### src/rtl/fp_align_add_pipe.sv
// Three-stage floating-point adder: S1 compare/swap/align, S2 add/subtract, S3 normalise/round.
// Subnormals are flushed to zero, rounding is nearest-even, and the valid/ready pipeline collapses bubbles.
module fp_align_add_pipe #(
  parameter int EXP_W  = 8,
  parameter int MANT_W = 23
) (
  input  logic                    clk,
  input  logic                    rst_n,
  input  logic                    in_valid,
  output logic                    in_ready,
  input  logic [EXP_W+MANT_W:0]   op_a,
  input  logic [EXP_W+MANT_W:0]   op_b,
  input  logic                    sub,
  output logic                    out_valid,
  input  logic                    out_ready,
  output logic [EXP_W+MANT_W:0]   result,
  output logic                    inexact,
  output logic                    overflow
);

  localparam int W  = 1 + EXP_W + MANT_W;
  localparam int F  = MANT_W + 4;          // {hidden, mant, guard, round, sticky}
  localparam int X  = 2 * MANT_W + 7;      // alignment field plus every bit that can be shifted out
  localparam int SW = MANT_W + 3;
  localparam int ES = EXP_W + 8;
  localparam logic [EXP_W-1:0]         EXP_ONES = '1;
  localparam logic signed [ES-1:0]     EXP_MAX  = ES'((1 << EXP_W) - 1);

  // Stage registers
  logic                 s1_valid_q, s1_valid_d;
  logic                 s1_sign_q, s1_sign_d;
  logic                 s1_eff_sub_q, s1_eff_sub_d;
  logic [EXP_W-1:0]     s1_exp_q, s1_exp_d;
  logic [F-1:0]         s1_big_q, s1_big_d;
  logic [F-1:0]         s1_lit_q, s1_lit_d;
  logic                 s1_inf_q, s1_inf_d;
  logic                 s1_inf_sign_q, s1_inf_sign_d;
  logic                 s1_inf_ovf_q, s1_inf_ovf_d;

  logic                 s2_valid_q, s2_valid_d;
  logic                 s2_sign_q, s2_sign_d;
  logic [EXP_W-1:0]     s2_exp_q, s2_exp_d;
  logic [F:0]           s2_sum_q, s2_sum_d;
  logic                 s2_inf_q, s2_inf_d;
  logic                 s2_inf_sign_q, s2_inf_sign_d;
  logic                 s2_inf_ovf_q, s2_inf_ovf_d;

  logic                 s3_valid_q, s3_valid_d;
  logic [W-1:0]         s3_result_q, s3_result_d;
  logic                 s3_inexact_q, s3_inexact_d;
  logic                 s3_overflow_q, s3_overflow_d;

  // Handshake: each stage advances when the one after it can take its contents
  logic en1, en2, en3, accept;

  always_comb begin
    en3    = out_ready | ~s3_valid_q;
    en2    = en3 | ~s2_valid_q;
    en1    = en2 | ~s1_valid_q;
    accept = in_valid & en3;
  end

  assign in_ready  = en3;
  assign out_valid = s3_valid_q;
  assign result    = s3_result_q;
  assign inexact   = s3_inexact_q;
  assign overflow  = s3_overflow_q;

  // S1: decode, compare, swap, align
  logic [EXP_W-1:0]  ea, eb, e_big, e_lit, diff;
  logic [MANT_W-1:0] ma, mb;
  logic              sa, sb_eff, a_zero, b_zero, a_inf, b_inf, b_is_big;
  logic [MANT_W:0]   sig_a, sig_b, sig_big, sig_lit;
  logic [15:0]       shift;
  logic [X-1:0]      ext, ext_sh;
  logic [F-1:0]      lit_al;
  logic              inf_sign, inf_ovf;

  always_comb begin
    sa     = op_a[W-1];
    sb_eff = op_b[W-1] ^ sub;
    ea     = op_a[W-2:MANT_W];
    eb     = op_b[W-2:MANT_W];
    ma     = op_a[MANT_W-1:0];
    mb     = op_b[MANT_W-1:0];
    a_zero = (ea == '0);
    b_zero = (eb == '0);
    a_inf  = (ea == EXP_ONES);
    b_inf  = (eb == EXP_ONES);
    if (a_zero || a_inf) ma = '0;
    if (b_zero || b_inf) mb = '0;
    sig_a    = {~a_zero, ma};
    sig_b    = {~b_zero, mb};
    b_is_big = ({eb, mb} > {ea, ma});
    e_big    = b_is_big ? eb : ea;
    e_lit    = b_is_big ? ea : eb;
    sig_big  = b_is_big ? sig_b : sig_a;
    sig_lit  = b_is_big ? sig_a : sig_b;
    diff     = e_big - e_lit;
    if (16'(diff) > 16'(SW)) shift = 16'(SW);
    else                     shift = 16'(diff);
    ext    = {sig_lit, {(MANT_W + 6){1'b0}}};
    ext_sh = ext >> shift;
    lit_al = {ext_sh[X-1:X-F+1], ext_sh[X-F] | (|ext_sh[X-F-1:0])};
    // Opposing infinities have no defined sign; they resolve to +inf and flag overflow
    inf_ovf  = 1'b0;
    if (a_inf && b_inf && (sa != sb_eff)) begin
      inf_sign = 1'b0;
      inf_ovf  = 1'b1;
    end else if (a_inf) begin
      inf_sign = sa;
    end else begin
      inf_sign = sb_eff;
    end
  end

  // S3: normalise, round, classify
  logic [6:0]              lz;
  logic [F-1:0]            norm;
  logic signed [ES-1:0]    exp_n, exp_f;
  logic                    g_bit, r_bit, st_bit, round_up;
  logic [MANT_W+1:0]       mant_r;
  logic [MANT_W-1:0]       mant_f;

  always_comb begin
    lz = '0;
    for (int i = 0; i < F; i++) begin
      if (s2_sum_q[i]) lz = 7'(F - 1 - i);
    end
    if (s2_sum_q[F]) begin
      norm  = {s2_sum_q[F:2], s2_sum_q[1] | s2_sum_q[0]};
      exp_n = $signed(ES'(s2_exp_q)) + $signed(ES'(1));
    end else begin
      norm  = s2_sum_q[F-1:0] << lz;
      exp_n = $signed(ES'(s2_exp_q)) - $signed(ES'(lz));
    end
    g_bit    = norm[2];
    r_bit    = norm[1];
    st_bit   = norm[0];
    round_up = g_bit & (r_bit | st_bit | norm[3]);
    mant_r   = {1'b0, norm[F-1:3]} + (MANT_W + 2)'(round_up);
    exp_f    = exp_n + $signed(ES'(mant_r[MANT_W+1]));
    mant_f   = mant_r[MANT_W+1] ? mant_r[MANT_W:1] : mant_r[MANT_W-1:0];
  end

  // Next-state for all stages
  always_comb begin
    s1_valid_d    = s1_valid_q;
    s1_sign_d     = s1_sign_q;
    s1_eff_sub_d  = s1_eff_sub_q;
    s1_exp_d      = s1_exp_q;
    s1_big_d      = s1_big_q;
    s1_lit_d      = s1_lit_q;
    s1_inf_d      = s1_inf_q;
    s1_inf_sign_d = s1_inf_sign_q;
    s1_inf_ovf_d  = s1_inf_ovf_q;
    s2_valid_d    = s2_valid_q;
    s2_sign_d     = s2_sign_q;
    s2_exp_d      = s2_exp_q;
    s2_sum_d      = s2_sum_q;
    s2_inf_d      = s2_inf_q;
    s2_inf_sign_d = s2_inf_sign_q;
    s2_inf_ovf_d  = s2_inf_ovf_q;
    s3_valid_d    = s3_valid_q;
    s3_result_d   = s3_result_q;
    s3_inexact_d  = s3_inexact_q;
    s3_overflow_d = s3_overflow_q;

    if (en1) s1_valid_d = accept;
    if (accept) begin
      s1_sign_d     = b_is_big ? sb_eff : sa;
      s1_eff_sub_d  = sa ^ sb_eff;
      s1_exp_d      = e_big;
      s1_big_d      = {sig_big, 3'b000};
      s1_lit_d      = lit_al;
      s1_inf_d      = a_inf | b_inf;
      s1_inf_sign_d = inf_sign;
      s1_inf_ovf_d  = inf_ovf;
    end

    if (en2) s2_valid_d = s1_valid_q;
    if (en2 && s1_valid_q) begin
      s2_sign_d     = s1_sign_q;
      s2_exp_d      = s1_exp_q;
      s2_sum_d      = s1_eff_sub_q ? ({1'b0, s1_big_q} - {1'b0, s1_lit_q})
                                   : ({1'b0, s1_big_q} + {1'b0, s1_lit_q});
      s2_inf_d      = s1_inf_q;
      s2_inf_sign_d = s1_inf_sign_q;
      s2_inf_ovf_d  = s1_inf_ovf_q;
    end

    if (en3) s3_valid_d = s2_valid_q;
    if (en3 && s2_valid_q) begin
      s3_inexact_d  = g_bit | r_bit | st_bit;
      s3_overflow_d = 1'b0;
      if (s2_inf_q) begin
        s3_result_d   = {s2_inf_sign_q, EXP_ONES, {MANT_W{1'b0}}};
        s3_inexact_d  = 1'b0;
        s3_overflow_d = s2_inf_ovf_q;
      end else if (s2_sum_q == '0) begin
        s3_result_d   = '0;
        s3_inexact_d  = 1'b0;
      end else if (exp_f >= EXP_MAX) begin
        s3_result_d   = {s2_sign_q, EXP_ONES, {MANT_W{1'b0}}};
        s3_overflow_d = 1'b1;
      end else if (exp_f <= 0) begin
        s3_result_d   = {s2_sign_q, {(W - 1){1'b0}}};
      end else begin
        s3_result_d   = {s2_sign_q, exp_f[EXP_W-1:0], mant_f};
      end
    end
  end

  always_ff @(posedge clk) begin
    if (!rst_n) begin
      s1_valid_q    <= 1'b0;
      s1_sign_q     <= 1'b0;
      s1_eff_sub_q  <= 1'b0;
      s1_exp_q      <= '0;
      s1_big_q      <= '0;
      s1_lit_q      <= '0;
      s1_inf_q      <= 1'b0;
      s1_inf_sign_q <= 1'b0;
      s1_inf_ovf_q  <= 1'b0;
      s2_valid_q    <= 1'b0;
      s2_sign_q     <= 1'b0;
      s2_exp_q      <= '0;
      s2_sum_q      <= '0;
      s2_inf_q      <= 1'b0;
      s2_inf_sign_q <= 1'b0;
      s2_inf_ovf_q  <= 1'b0;
      s3_valid_q    <= 1'b0;
      s3_result_q   <= '0;
      s3_inexact_q  <= 1'b0;
      s3_overflow_q <= 1'b0;
    end else begin
      s1_valid_q    <= s1_valid_d;
      s1_sign_q     <= s1_sign_d;
      s1_eff_sub_q  <= s1_eff_sub_d;
      s1_exp_q      <= s1_exp_d;
      s1_big_q      <= s1_big_d;
      s1_lit_q      <= s1_lit_d;
      s1_inf_q      <= s1_inf_d;
      s1_inf_sign_q <= s1_inf_sign_d;
      s1_inf_ovf_q  <= s1_inf_ovf_d;
      s2_valid_q    <= s2_valid_d;
      s2_sign_q     <= s2_sign_d;
      s2_exp_q      <= s2_exp_d;
      s2_sum_q      <= s2_sum_d;
      s2_inf_q      <= s2_inf_d;
      s2_inf_sign_q <= s2_inf_sign_d;
      s2_inf_ovf_q  <= s2_inf_ovf_d;
      s3_valid_q    <= s3_valid_d;
      s3_result_q   <= s3_result_d;
      s3_inexact_q  <= s3_inexact_d;
      s3_overflow_q <= s3_overflow_d;
    end
  end

endmodule

### config.mk
export PLATFORM = sky130hd
export DESIGN_NAME = fp_align_add_pipe
export DESIGN_NICKNAME = d
export VERILOG_FILES = /design/src/rtl/fp_align_add_pipe.sv
export SDC_FILE = /design/constraint.sdc
export NUM_CORES = 1
export LEC_CHECK = 0
export BUFFER_PORTS_ARGS = -buffer_cell sky130_fd_sc_hd__buf_2
export CAP_MARGIN = 20
export CORE_MARGIN = 2
export CORE_UTILIZATION = 35
export DETAILED_ROUTE_END_ITERATION = 10
export GPL_TIMING_DRIVEN = 0
export PLACE_DENSITY = 0.6
export SYNTH_ARGS = -nofsm -noshare
export SYNTH_HDL_FRONTEND = slang
export SYNTH_SLANG_ARGS = --single-unit
### constraint.sdc
create_clock -name clk -period 14.3 [get_ports clk]
set_input_delay 2.145 -clock clk [delete_from_list [all_inputs] [get_ports clk]]
set_output_delay 2.145 -clock clk [all_outputs]
set_load 0.05 [all_outputs]
### Yosys cells after proc, flatten, opt, wreduce, memory -nomap -nowiden

Cells that the tools add are included.

| cells by class | value |
|---|---|
| $add $sub $neg | 7 |
| magnitude comparators | 4 |
| equal/unequal tests | 3 |
| shift-type cells | 2 |
| mux-type cells | 51 |
| bitwise logic cells | 19 |
| reduce and logical (&&, ||, !) cells | 10 |

Operator list:

| cell | count |
|---|---|
| two-way mux 7 bit | 26 |
| two-way mux 23 bit | 3 |
| two-way mux 32 bit | 2 |
| two-way mux 31 bit | 2 |
| right shift 53 x 16 -> 53 bit | 1 |
| two-way mux 24 bit | 2 |
| greater-than comparator 31 bit | 1 |
| adder 27 x 27 -> 28 bit | 1 |
| logical NOT 28 bit | 1 |
| two-way mux 28 bit | 1 |
| subtractor 27 x 27 -> 28 bit | 1 |
| two-way mux 27 bit | 1 |
| << shifter 27 x 7 -> 27 bit | 1 |
| OR reduction 26 bit | 1 |
| adder 24 x 1 -> 25 bit | 1 |
| two-way mux 8 bit | 3 |
| adder 16 x 2 -> 16 bit | 1 |
| == test 8 bit, second input constant | 2 |
| >= comparator 16 x 9 -> 1 bit, second input constant | 1 |
| <= comparator 16 x 1 -> 1 bit, second input constant | 1 |
| logical NOT 8 bit | 2 |
| two-way mux 16 bit | 1 |
| OR 1 bit | 10 |
| adder 8 x 1 -> 9 bit, second input constant | 1 |
| 11 further kinds | 29 |

| word-level totals | value |
|---|---|
| bits in registers | 141 |
| output and inout port bits | 36 |
| word-level logic and storage cells | 116 |

### Logic depth before layout (Yosys ltp)

| depth | value |
|---|---|
| depth in word-level cells | 39 |
| depth in mapped cells | 35 |
| mapped depth without buffers | 31 |

### Least setup slack after synthesis

OpenSTA, ideal clock, no wires.

| path | value |
|---|---|
| path kind | input-to-reg |
| start point | input op_b[26] |
| end point | register s1_lit_q[0] |
| library setup time | 0.130 ns |
| data arrival time | 9.303 ns |
| path slack | 4.867 ns |
| stages | 31 |
| path buffers | 6 |
| cell sequence | clkbuf_1 or4_1 nor2_1 nor2_1 clkbuf_1 and2_1 ha_1 nand4_2 o21bai_1 a2111o_1 a211oi_4 o22a_2 clkbuf_1 clkbuf_1 clkbuf_1 clkbuf_1 o22a_1 ha_1 nand2b_1 o32ai_2 o21ai_0 mux2_2 and4bb_4 nor4_4 nand2_2 o221a_1 mux2_2 mux2_2 or4_1 nor4_2 a31oi_1 |

| on the way | value |
|---|---|
| cells in the longest elaborated chain, start to end | 11 |

RTL lines:

| item | RTL line | RTL |
|---|---|---|
| from (decl) | 12 | `input logic [EXP_W+MANT_W:0] op_b,` |
| == test 8 bit or logical NOT 8 bit (tied branches) | 89, 87 |  |
| logical OR 1 bit | 91 | `if (b_zero \|\| b_inf) mb = '0;` |
| two-way mux 23 bit | 91 |  |
| greater-than comparator 31 bit | 94 | `b_is_big = ({eb, mb} > {ea, ma});` |
| two-way mux 8 bit, on equally long branches | 95, 96 |  |
| subtractor 8 bit | 99 | `diff = e_big - e_lit;` |
| greater-than comparator 8 x 5 -> 1 bit | 100 | `if (16'(diff) > 16'(SW)) shift = 16'(SW);` |
| two-way mux 8 bit | 100 |  |
| right shift 53 x 16 -> 53 bit * | 103 | `ext_sh = ext >> shift;` |
| OR reduction 26 bit | 104 | `lit_al = {ext_sh[X-1:X-F+1], ext_sh[X-F] \| (\|ext_sh[X-F-1:0])};` |
| OR 1 bit * | 104 |  |
| to (signal assigned) | 242 | `s1_lit_q <= s1_lit_d;` |
| to (decl) | 35 | `logic [F-1:0] s1_lit_q, s1_lit_d;` |

Mark *: on every way between the ends. The rest lies on a longest branch, timed or not.
A chain may end at the register's enable or synchronous reset.

### Final worst setup path

| path | value |
|---|---|
| start point | input op_a[24] |
| end point | register s1_lit_q[0] |

| on the way | value |
|---|---|
| cells in the longest elaborated chain, start to end | 11 |

RTL lines:

| item | RTL line | RTL |
|---|---|---|
| from (decl) | 11 | `input logic [EXP_W+MANT_W:0] op_a,` |
| == test 8 bit or logical NOT 8 bit (tied branches) | 88, 86 |  |
| logical OR 1 bit | 90 | `if (a_zero \|\| a_inf) ma = '0;` |
| two-way mux 23 bit | 90 |  |
| greater-than comparator 31 bit | 94 |  |
| two-way mux 8 bit, on equally long branches | 95, 96 |  |
| subtractor 8 bit | 99 |  |
| greater-than comparator 8 x 5 -> 1 bit | 100 |  |
| two-way mux 8 bit | 100 |  |
| right shift 53 x 16 -> 53 bit * | 103 |  |
| OR reduction 26 bit | 104 |  |
| OR 1 bit * | 104 |  |

Marked as above.

==> results.md <==
- Yosys cell types: just under 90
- Pwr Density: 116 nW/µm²
- Max Buffers Root-to-Sink: 2
- Cts repair resizes: 0
- Post-CTS Setup Inserts: 0
- Ys async rst share: 0%
- Pre-CTS WS: 2.01 ns
- Die area: 41200 µm²
- Worst-Skew Late Latency: ~0.45 ns
- Comb power frac: 49.1%
- Top_reg_cell synth: dfxtp_1
- Via count: 15.7k
- RSZ-0062 raised after global routing: no
- Reg2reg setup slack: 4.97 ns
- Fmax: 82.3 MHz
- Clk pwr share: between 20 and 30%
- Cts hold-fix bufs: 0
- Largest stage delay on the critical path: 0.92 ns
- Sequential Power Share: 24.0%
- Post-synth EDFFs: 0
- FF-to-FF path depth: 34
- Core Util, Final: 40.3%
- Synthesized area per cell: slightly below 7 µm²
- Clk sinks: 141
- Ant diodes: 0
- Sw Share: around 45%
- Clk_skew: between 0.01 and 0.015 ns
- Layout cells sized above 1: 9.13%
- Antenna viol nets, final: 0
- Top cells by area, synth: dfxtp_1 20%, ha_1 8.1%, nand2_1 6.7%, nor2_1 6.4%, a21oi_1 6.1%
- Most frequent cells in the layout: 249 x nand2_1, 235 x nor2_1, 169 x a21oi_1
- Worst setup EP type: register
- Fill cells: between 4k and 5k
- I/O pins: 105
- Nets: 2284
- H-tree depth: 4
- Worst R2R End: result[8]$_SDFFE_PN0P_
- Post-Synthesis Cells: 1997
- Slew @ Worst Pin: 1.08 ns
- Final Max Tran Viols: 0
- Cell mode on critical path: clkbuf_1
- Post-synthesis sequential area ratio: about a fifth
- Syn Nets: 2158
- Final period util: 85.0%
- Setup TNS: 0 ns
- # setup viols final: 0
- Commonest non-fill, non-tap cell in the layout: nand2_1
- Initial antenna violation count: 0
- Status: finished clean
- Setup ws final: about 2.1 ns
- Leak: 6.24 nW
- Crit Reg-Reg Startpoint: s2_sum_q[12]$_SDFFE_PN0P_
- Clk root buf: clkbuf_16
- Worst Hold Class: reg -> reg
- Site row count: 72
- Critical Path Slowest Stage Cell: nor4_1
- WP data required: about 15 ns
- Global-route wire length before repair: 88.2 mm
- CORE AREA: 38900 µm²
- Slew margin rel.: 28.3%
- Mapped Area: 13900 µm²
- I/O Buffers: 104
- Starting Density: a little over a third
- First-pass iteration count of the detailed router: 5
- Vias in the first global route: 15.1k
- Non-Filler Instances: about 2.7k
- Hold Path End: result[2]$_SDFFE_PN0P_
- Hold-critical path depth: 1
- Post-layout min period: 12.15 ns
- Area of the multi-input gates: 10100 µm²
- WL per Instance: 22.0 µm
- Tot GR Track Use: 27.8%
- P_sw: 0.000815 W
- Placed Cells: approximately 2.6k
- Placer Congestion: 1.01
- Startpoint types: primary input
- Sequential cell area: around 2800 µm²
- Critical path arrival: between 10 and 15 ns
- DRT iter0 DRCs: 1374
- Final hold viol count: 0
- Dpl hpwl: 47.1 mm
- Area delta synth->final: 13.1%
- Reg clk slew, reported paths: 0.06 ns
- Via/cell ratio: between 5 and 6
- CTS tree: yes
- Max cap viols: 0
- Drt total wl: 58.4 mm
- Cell taking the most area after synthesis: dfxtp_1
- Seq cells post-synth: 141
- Drt drc: 0
- Largest net degree at the start of global routing: 17
- GRT overflow: 0
- Die width: a little over 200 µm
- CP Class: in -> reg
- Maximum vdd drop: approximately 0.077 mV
- Chip height: 203 µm
- Crit path max fanout: 10
- Area share of the largest cell type after synthesis: approximately a fifth
- Inserted Clock Buffers: 17
- Int Pwr: 0.000998 W
- Ys Warns: 0
- Hold wc startpoint: result[2]$_SDFFE_PN0P_
==> cell families (layout without fill, tap and decap cells) <==
| group | after synthesis | after routing | share of synthesized area, % |
|---|---|---|---|
| AO/OA/AOI/OAI | 633 | 633 | 30.7 |
| XOR/XNOR | 57 | 57 | 3.60 |
| adder cells (fa/ha/maj) | 92 | 92 | 8.41 |
| buffers and inverters | 236 | 374 | 6.50 |
| flip-flops | 141 | 141 | 20.4 |
| multiplexers | 57 | 57 | 4.34 |
| AND/OR/NAND/NOR | 781 | 781 | 26.1 |
==> critical path: cells and delay by family <==
kind | cells | cell delay [ns]
AOI/OAI and AO/OA | 8 | 2.52
adders and majority gates | 2 | 0.49
buffers and inverters | 8 | 3.28
muxes | 2 | 0.62
and+or+nand+nor | 11 | 3.37
==> flip-flops by register name, indices dropped and copies added, names as in the netlist, 8 cells and up <==
signal and cells:
s1_exp_q 8, s2_exp_q 8, s1_lit_q 27, result 32, s1_big_q 24, s2_sum_q 28
==> power groups by stage <==
stage               combinational [W]  clock, W  sequential (W)
floorplan                    0.000589         0        0.000443
global placement             0.000870         0        0.000443
detailed placement           0.000864         0        0.000444
CTS                          0.000869  0.000493        0.000435
global route                 0.000954  0.000507        0.000438
finish                       0.000890  0.000487        0.000436
==> cell usage after synthesis, types with 7 or more instances <==
| library cell | n |
|---|---|
| inv_1 | 100 |
| o21bai_1 | 10 |
| nand2b_1 | 18 |
| o211a_1 | 9 |
| nor2b_1 | 10 |
| o22ai_1 | 8 |
| buf_2 | 12 |
| o31ai_1 | 15 |
| o221ai_1 | 10 |
| a21o_1 | 15 |
| buf_1 | 8 |
| a32oi_1 | 13 |
| ha_1 | 90 |
| a22o_1 | 8 |
| nor4_1 | 17 |
| and2_1 | 42 |
| a21oi_1 | 169 |
| mux2i_1 | 41 |
| nor2_1 | 235 |
| o211ai_1 | 33 |
| o21ai_0 | 119 |
| o21ai_1 | 7 |
| nand4_1 | 25 |
| a22oi_1 | 30 |
| o21a_1 | 19 |
| mux2_2 | 14 |
| nand2_1 | 249 |
| a31oi_1 | 17 |
| nand3_1 | 71 |
| a221oi_1 | 11 |
| xor2_1 | 21 |
| or3_1 | 16 |
| a311oi_1 | 27 |
| dfxtp_1 | 141 |
| clkbuf_1 | 114 |
| and3_1 | 16 |
| a211oi_1 | 43 |
| nor3_1 | 49 |
| xnor2_1 | 36 |
==> worst max path at each step <==
stage,cells past startpoint,slack [ns],end,from
final,31,2.15,s1_lit_q[0]$_SDFFE_PN0P_,op_a[24]
after global routing,32,1.73,s1_lit_q[0]$_SDFFE_PN0P_,op_b[26]
after CTS,31,2.43,s1_lit_q[0]$_SDFFE_PN0P_,op_a[24]
after detailed placement,31,2.01,s1_lit_q[0]$_SDFFE_PN0P_,op_a[24]
after global placement,32,1.95,s1_lit_q[0]$_SDFFE_PN0P_,op_b[26]
after floorplan,31,4.87,s1_lit_q[0]$_SDFFE_PN0P_,op_b[26]
==> layer usage <==
metal | track usage, % | part of all wire, % | vias to the layer above
li1 | - | - | 7536
met1 | 33.2 | 42 | 7369
met2 | 47.9 | 47 | 652
met3 | 3.35 | 5.2 | 164
met4 | 16.7 | 6.1 | 0
met5 | 0 | 0 | -
==> metrics by stage <==
step	power, W	cell area [µm²]	hold slack [ns]
after floorplan	0.00103	13900	0.429
after global placement	0.00131	15000	0.431
after detailed placement	0.00131	15000	0.439
after CTS	0.00180	15700	0.453
after global routing	0.00190	15700	0.474
final	0.00181	15700	0.451
==> layout make-up <==
cell class | count | area share [%]
clock buffers | 18 | 2.80
inverters | 102 | 2.44
repair buffers | 107 | 3.42
plain buffers | 134 | 3.30
clock inverters | 13 | 1.21
flip-flops and latches | 141 | 18.0
well taps | 518 | 4.13
multi-input cells | 1620 | 64.7
Note: power is estimated with default switching activity, not from simulation.
